File: config.mk
export PLATFORM = sky130hd
export DESIGN_NAME = seven_segment_capture
export DESIGN_NICKNAME = d
export VERILOG_FILES = /design/src/rtl/seven_segment_pkg.sv /design/src/rtl/seg_input_filter.sv /design/src/rtl/seven_segment_capture.sv
export SDC_FILE = /design/constraint.sdc
export NUM_CORES = 1
export LEC_CHECK = 0
export CORE_UTILIZATION = 30
export CTS_CLUSTER_SIZE = 20
export DETAILED_ROUTE_END_ITERATION = 8
export PLACE_DENSITY = 0.56
export SLEW_MARGIN = 30
export SYNTH_ARGS = -nofsm -noshare
export SYNTH_HDL_FRONTEND = slang
export SYNTH_SLANG_ARGS = --single-unit
File: constraint.sdc
create_clock -name clk -period 4 [get_ports clk]
set_input_delay 0.6 -clock clk [delete_from_list [all_inputs] [get_ports clk]]
set_output_delay 0.6 -clock clk [all_outputs]
set_load 0.005 [all_outputs]
File: src/rtl/seven_segment_pkg.sv
// Shared types, segment pattern constants and the pattern-to-nibble decoder
// for the seven-segment bus reader.
package seven_segment_pkg;

  localparam int unsigned NUM_DIGITS = 4;

  typedef logic [6:0] seg_t;     // {A,B,C,D,E,F,G}, A = bit 6
  typedef logic [3:0] nibble_t;

  typedef struct packed {
    logic    ok;
    nibble_t nib;
  } decode_t;

  localparam seg_t SEG_0 = 7'b1111110;
  localparam seg_t SEG_1 = 7'b0110000;
  localparam seg_t SEG_2 = 7'b1101101;
  localparam seg_t SEG_3 = 7'b1111001;
  localparam seg_t SEG_4 = 7'b0110011;
  localparam seg_t SEG_5 = 7'b1011011;
  localparam seg_t SEG_6 = 7'b1011111;
  localparam seg_t SEG_7 = 7'b1110000;
  localparam seg_t SEG_8 = 7'b1111111;
  localparam seg_t SEG_9 = 7'b1111011;
  localparam seg_t SEG_A = 7'b1110111;
  localparam seg_t SEG_B = 7'b0011111;
  localparam seg_t SEG_C = 7'b1001110;
  localparam seg_t SEG_D = 7'b0111101;
  localparam seg_t SEG_E = 7'b1001111;
  localparam seg_t SEG_F = 7'b1000111;

  // Exact match only; blank and any partial pattern report ok = 0.
  function automatic decode_t seg_decode(input seg_t seg);
    decode_t r;
    r.ok  = 1'b1;
    r.nib = 4'h0;
    case (seg)
      SEG_0:   r.nib = 4'h0;
      SEG_1:   r.nib = 4'h1;
      SEG_2:   r.nib = 4'h2;
      SEG_3:   r.nib = 4'h3;
      SEG_4:   r.nib = 4'h4;
      SEG_5:   r.nib = 4'h5;
      SEG_6:   r.nib = 4'h6;
      SEG_7:   r.nib = 4'h7;
      SEG_8:   r.nib = 4'h8;
      SEG_9:   r.nib = 4'h9;
      SEG_A:   r.nib = 4'hA;
      SEG_B:   r.nib = 4'hB;
      SEG_C:   r.nib = 4'hC;
      SEG_D:   r.nib = 4'hD;
      SEG_E:   r.nib = 4'hE;
      SEG_F:   r.nib = 4'hF;
      default: r.ok  = 1'b0;
    endcase
    return r;
  endfunction

endpackage

File: src/rtl/seg_input_filter.sv
// Two-flop synchronizer for the raw {seg,dsen} pins followed by a saturating
// stability counter on the synchronized value.
module seg_input_filter #(
  parameter int unsigned STABLE_CYCLES = 4
) (
  input  logic        clk,
  input  logic        rst,
  input  logic [10:0] din,
  output logic [10:0] s,
  output logic        stable,
  output logic        changed
);

  localparam int unsigned CW = (STABLE_CYCLES > 1) ? $clog2(STABLE_CYCLES) : 1;
  localparam logic [CW-1:0] CNT_MAX = CW'(STABLE_CYCLES - 1);

  logic [10:0]   sync1_q;
  logic [10:0]   s_q;
  logic [10:0]   s_prev_q;
  logic [CW-1:0] cnt_q, cnt_d;

  // Count restarts in the same cycle the synchronized value moves, so cnt is
  // already 0 in the first cycle s differs from its previous value.
  always_comb begin
    cnt_d = cnt_q;
    if (sync1_q != s_q) begin
      cnt_d = '0;
    end else if (cnt_q != CNT_MAX) begin
      cnt_d = cnt_q + CW'(1);
    end
  end

  always_ff @(posedge clk) begin
    if (rst) begin
      sync1_q  <= '0;
      s_q      <= '0;
      s_prev_q <= '0;
      cnt_q    <= '0;
    end else begin
      sync1_q  <= din;
      s_q      <= sync1_q;
      s_prev_q <= s_q;
      cnt_q    <= cnt_d;
    end
  end

  assign s       = s_q;
  assign stable  = (cnt_q == CNT_MAX);
  assign changed = (s_q != s_prev_q);

endmodule

File: src/rtl/seven_segment_capture.sv
// Multiplexed 4-digit seven-segment bus reader: accepts one strobe per stable
// window, decodes it per digit, and flags frames, bad patterns and a dead bus.
module seven_segment_capture
  import seven_segment_pkg::*;
#(
  parameter int unsigned STABLE_CYCLES  = 4,
  parameter int unsigned TIMEOUT_CYCLES = 65535
) (
  input  logic            clk,
  input  logic            rst,
  input  logic [6:0]      seg_in,
  input  logic [3:0]      dsen_in,
  output logic [3:0][3:0] digit_out,
  output logic [3:0]      digit_valid,
  output logic            frame_done,
  output logic            decode_err,
  output logic            stale
);

  localparam int unsigned TW = $clog2(TIMEOUT_CYCLES + 1);
  localparam logic [TW-1:0] TO_MAX = TW'(TIMEOUT_CYCLES);

  typedef enum logic {StSettle, StHeld} state_t;

  logic [10:0] s;
  logic        stable;
  logic        changed;

  seg_input_filter #(
    .STABLE_CYCLES(STABLE_CYCLES)
  ) u_filter (
    .clk    (clk),
    .rst    (rst),
    .din    ({seg_in, dsen_in}),
    .s      (s),
    .stable (stable),
    .changed(changed)
  );

  seg_t    s_seg;
  logic [3:0] s_dsen;
  decode_t dec;
  logic    dsen_onehot;

  assign s_seg       = s[10:4];
  assign s_dsen      = s[3:0];
  assign dec         = seg_decode(s_seg);
  assign dsen_onehot = (s_dsen != 4'b0000) && ((s_dsen & (s_dsen - 4'd1)) == 4'b0000);

  state_t state_q, state_d;
  logic   accept;

  always_comb begin
    state_d = state_q;
    accept  = 1'b0;
    unique case (state_q)
      StSettle: begin
        if (stable) begin
          accept  = dsen_onehot;
          state_d = StHeld;
        end
      end
      StHeld: begin
        if (changed) begin
          state_d = StSettle;
        end
      end
      default: state_d = StSettle;
    endcase
  end

  logic [3:0][3:0] digit_q, digit_d;
  logic [3:0]      valid_q, valid_d;
  logic [3:0]      seen_q, seen_d;
  logic            frame_q, frame_d;
  logic            err_q, err_d;
  logic            stale_q, stale_d;
  logic [TW-1:0]   to_q, to_d;
  logic            acc_ok;

  assign acc_ok = accept & dec.ok;

  always_comb begin
    digit_d = digit_q;
    valid_d = valid_q;
    seen_d  = seen_q;
    frame_d = 1'b0;
    err_d   = accept & ~dec.ok;
    stale_d = stale_q;
    to_d    = to_q;

    for (int n = 0; n < NUM_DIGITS; n++) begin
      if (accept && s_dsen[n]) begin
        if (dec.ok) begin
          digit_d[n] = dec.nib;
          valid_d[n] = 1'b1;
          seen_d[n]  = 1'b1;
        end else begin
          valid_d[n] = 1'b0;
        end
      end
    end

    if (seen_d == 4'b1111) begin
      frame_d = 1'b1;
      seen_d  = 4'b0000;
    end

    // A good accept always wins over the timeout firing in the same cycle.
    if (acc_ok) begin
      to_d    = '0;
      stale_d = 1'b0;
    end else begin
      if (to_q != TO_MAX) begin
        to_d = to_q + TW'(1);
      end
      if (to_d == TO_MAX) begin
        stale_d = 1'b1;
        valid_d = 4'b0000;
        seen_d  = 4'b0000;
      end
    end
  end

  always_ff @(posedge clk) begin
    if (rst) begin
      state_q <= StSettle;
      digit_q <= '0;
      valid_q <= '0;
      seen_q  <= '0;
      frame_q <= 1'b0;
      err_q   <= 1'b0;
      stale_q <= 1'b0;
      to_q    <= '0;
    end else begin
      state_q <= state_d;
      digit_q <= digit_d;
      valid_q <= valid_d;
      seen_q  <= seen_d;
      frame_q <= frame_d;
      err_q   <= err_d;
      stale_q <= stale_d;
      to_q    <= to_d;
    end
  end

  assign digit_out   = digit_q;
  assign digit_valid = valid_q;
  assign frame_done  = frame_q;
  assign decode_err  = err_q;
  assign stale       = stale_q;

endmodule

==> flow_summary.toml <==
[global_routing]
grt_pass1_vias = 2677
grt_max_degree = 30
grt_antenna_before_repair = 0
overflow = 0
grtUsageTotal = 0.130
grt_pass1_wl_mm = 13.0

[finish]
diodes = 0
final_common_cell = "dfxtp_1"
multiInputGateArea_um2 = 1800
instances_no_fill = 572
regArea_um2 = 1580
area_delta_synth_final_pct = 20.3
drive_gt1_frac = 0.0676
final_cell_mix = "79 x dfxtp_1, 53 x nor2_1, 34 x clkdlybuf4s50_1, 28 x nor2b_1, 25 x nand2_1"
fin_area_um2 = 4270
fillers = 1154
fin_nets = 440

[clocking]
cts_buffer_depth = 2
cts_max_level = 3
postCtsSetupBuffers = 0
postCtsResizedCells = 0
cts-root-buf = "clkbuf_16"
cts_sinks = 79
cts_tree = "done"
clk_pin_slew_ps = 60
hold_buffers = 0
cts_buffers = 9
worst_skew_pair.late_latency_ps = 330

[status]
outcome = "completed"

[synthesis]
synth_async_sr_flop_share = 0
synth-edff-count = 0
ys_types = 53
synthCells = 402
ys_seq_area_frac = 0.445
syn-num-nets = 417
synth-main-ff-cell = "dfxtp_1"
synth_warnings = 0
synthesis.area_um2 = 3550
syn_avg_cell_area_um2 = 8.84
ys_ff_latch = 79

[critical_path]
cp_max_fo = 10
critPathMaxStageDelay_ps = 720
critPathRequiredTime_ps = 4200
end_kind = "flip-flop"
reg2regPathDepth = 8
crit_path_top_delay_cell = "or4_1"
cp.arrival_ps = 3240
cp-start-kind = "flip-flop"
crit_type = "reg2reg"
crit_chain = "ha_1 -> nand4_2 -> or4_1 -> nand4_1 -> xnor2_1 -> nand2_1 -> o41ai_4 -> nor3_1"

[floorplan]
start_util = 0.310
core.rowCount = 39
dieWidth_um = 111
fp.coreArea_um2 = 11500
num_io_pins = 36
die_height_um = 111
dieArea_um2 = 12300

[detailed_routing]
vias = 2785
vias_per_cell = 4.87
drtAntennaViolNets = 0
wl_per_cell_um = 13.1
drt_first_pass_iters = 4
drt_iter0_markers = 78
route.detailed.drc = 0
routed_wl_mm = 7.50

[run]
max_cap_viol_count = 0

[power_and_ir_drop]
vdd_drop_max_uv = 220
p_per_area_nw_per_um2 = 405
leakagePower_nw = 1.53

[place]
portBuffers = 35
placed_area_um2 = 3960
dp_hpwl_mm = 5.30
gp_congestion = 0.885
dp.cells = 557

[timing]
hold_violations = 0
fin_crit_ps = 3040
post-route-period-util = 0.760
finalSetupTns_ps = 0
tightest_slew_ps = 693
max_freq_mhz = 329
relSlewSlack = 0.535
rsz0062_at_grt = "no"
fin_skew_ps = 11.3
slew_viol_final = 0
finalSetupViolCount = 0

[min_path]
hold_depth = 2
hp-class = "reg2reg"
==> area by class of cell <==
type,count,area share
Multi-Input combinational cell,285,0.422
Sequential cell,79,0.370
Timing Repair Buffer,36,0.0826
Clock buffer,10,0.0559
Tap cell,143,0.0419
Clock inverter,5,0.0152
Inverter,14,0.0123
==> final timing paths <==
check / slack [ps] / to / start
hold / removal: 460 / digit_out[3] / digit_out[3]
setup / recovery: 960 / seen_q[1] / to_q[0]
hold reg to reg: 460 / digit_out[3] / digit_out[3]
setup reg to reg: 960 / seen_q[1] / to_q[0]
==> metrics by stage <==
step / hold slack (ps) / setup slack, ps / power, mW / util
after floorplan: 453 / 1420 / 0.895 / -
after detailed placement: 454 / 992 / 0.918 / 0.346
after CTS: 470 / 951 / 1.75 / 0.372
final: 465 / 960 / 1.73 / 0.373
after global routing: 493 / 627 / 1.81 / 0.373
after global placement: 453 / 1060 / 0.916 / 0.346
==> power breakdown <==
part	leakage (nW)	internal [mW]	total [mW]	switching [mW]
combinational	0.736	0.0383	0.0737	0.0354
sequential	0.643	0.803	0.827	0.0239
clock	0.150	0.503	0.833	0.329
total	1.53	1.34	1.73	0.388
==> cell usage after synthesis (all sizes together) (3+ instances only) <==
master	instances	area (µm²)
dfxtp	79	1580
nor2	53	199
nor2b	28	175
nand2	25	93.8
xnor2	21	184
a21oi	18	90.1
buf	15	87.6
inv	14	52.6
nand4	14	109
xor2	14	123
mux2i	13	130
nor3	13	65.1
o21ai	13	65.1
nand3	10	50.1
clkbuf	9	35.0
nor4	9	56.3
a211oi	5	42.5
a22oi	5	37.5
nand2b	5	31.3
and2	4	25.0
o22ai	3	18.8
o41ai	3	45.1
==> worst max-delay path, delay by kind of cell (launching register included) <==
family,cells,cell delay (ps)
simple gates,5,1400
compound gates,1,580
flops,1,440
fa+ha+maj,1,340
xor+xnor,1,150
==> metal layers <==
layer	vias up	global-route usage	part of all wire
li1	1438	-	-
met3	11	0.0410	0.050
met2	57	0.221	0.48
met5	-	0	0
met4	0	0.0471	0.012
met1	1279	0.154	0.45
==> sequential cells by signal, summed over array words and instances, names as in the netlist <==
signal / count
frame_done: 1
to_q: 16
state_q: 1
u_filter.cnt_q: 2
stale: 1
u_filter.s: 11
digit_out: 16
u_filter.sync1_q: 11
u_filter.s_prev_q: 11
seen_q: 4
decode_err: 1
digit_valid: 4
==> logic make-up (layout without fill, tap and decap cells) <==
| group | after synthesis | count (layout) | synth area share |
|---|---|---|---|
| xor+xnor | 35 | 35 | 0.0863 |
| mux | 13 | 13 | 0.0366 |
| simple gates | 174 | 174 | 0.255 |
| buf+inv | 38 | 65 | 0.0493 |
| fa+ha+maj | 2 | 2 | 0.00704 |
| flops | 79 | 79 | 0.445 |
| compound gates | 61 | 61 | 0.121 |
Power figures use the tool's default switching activity.
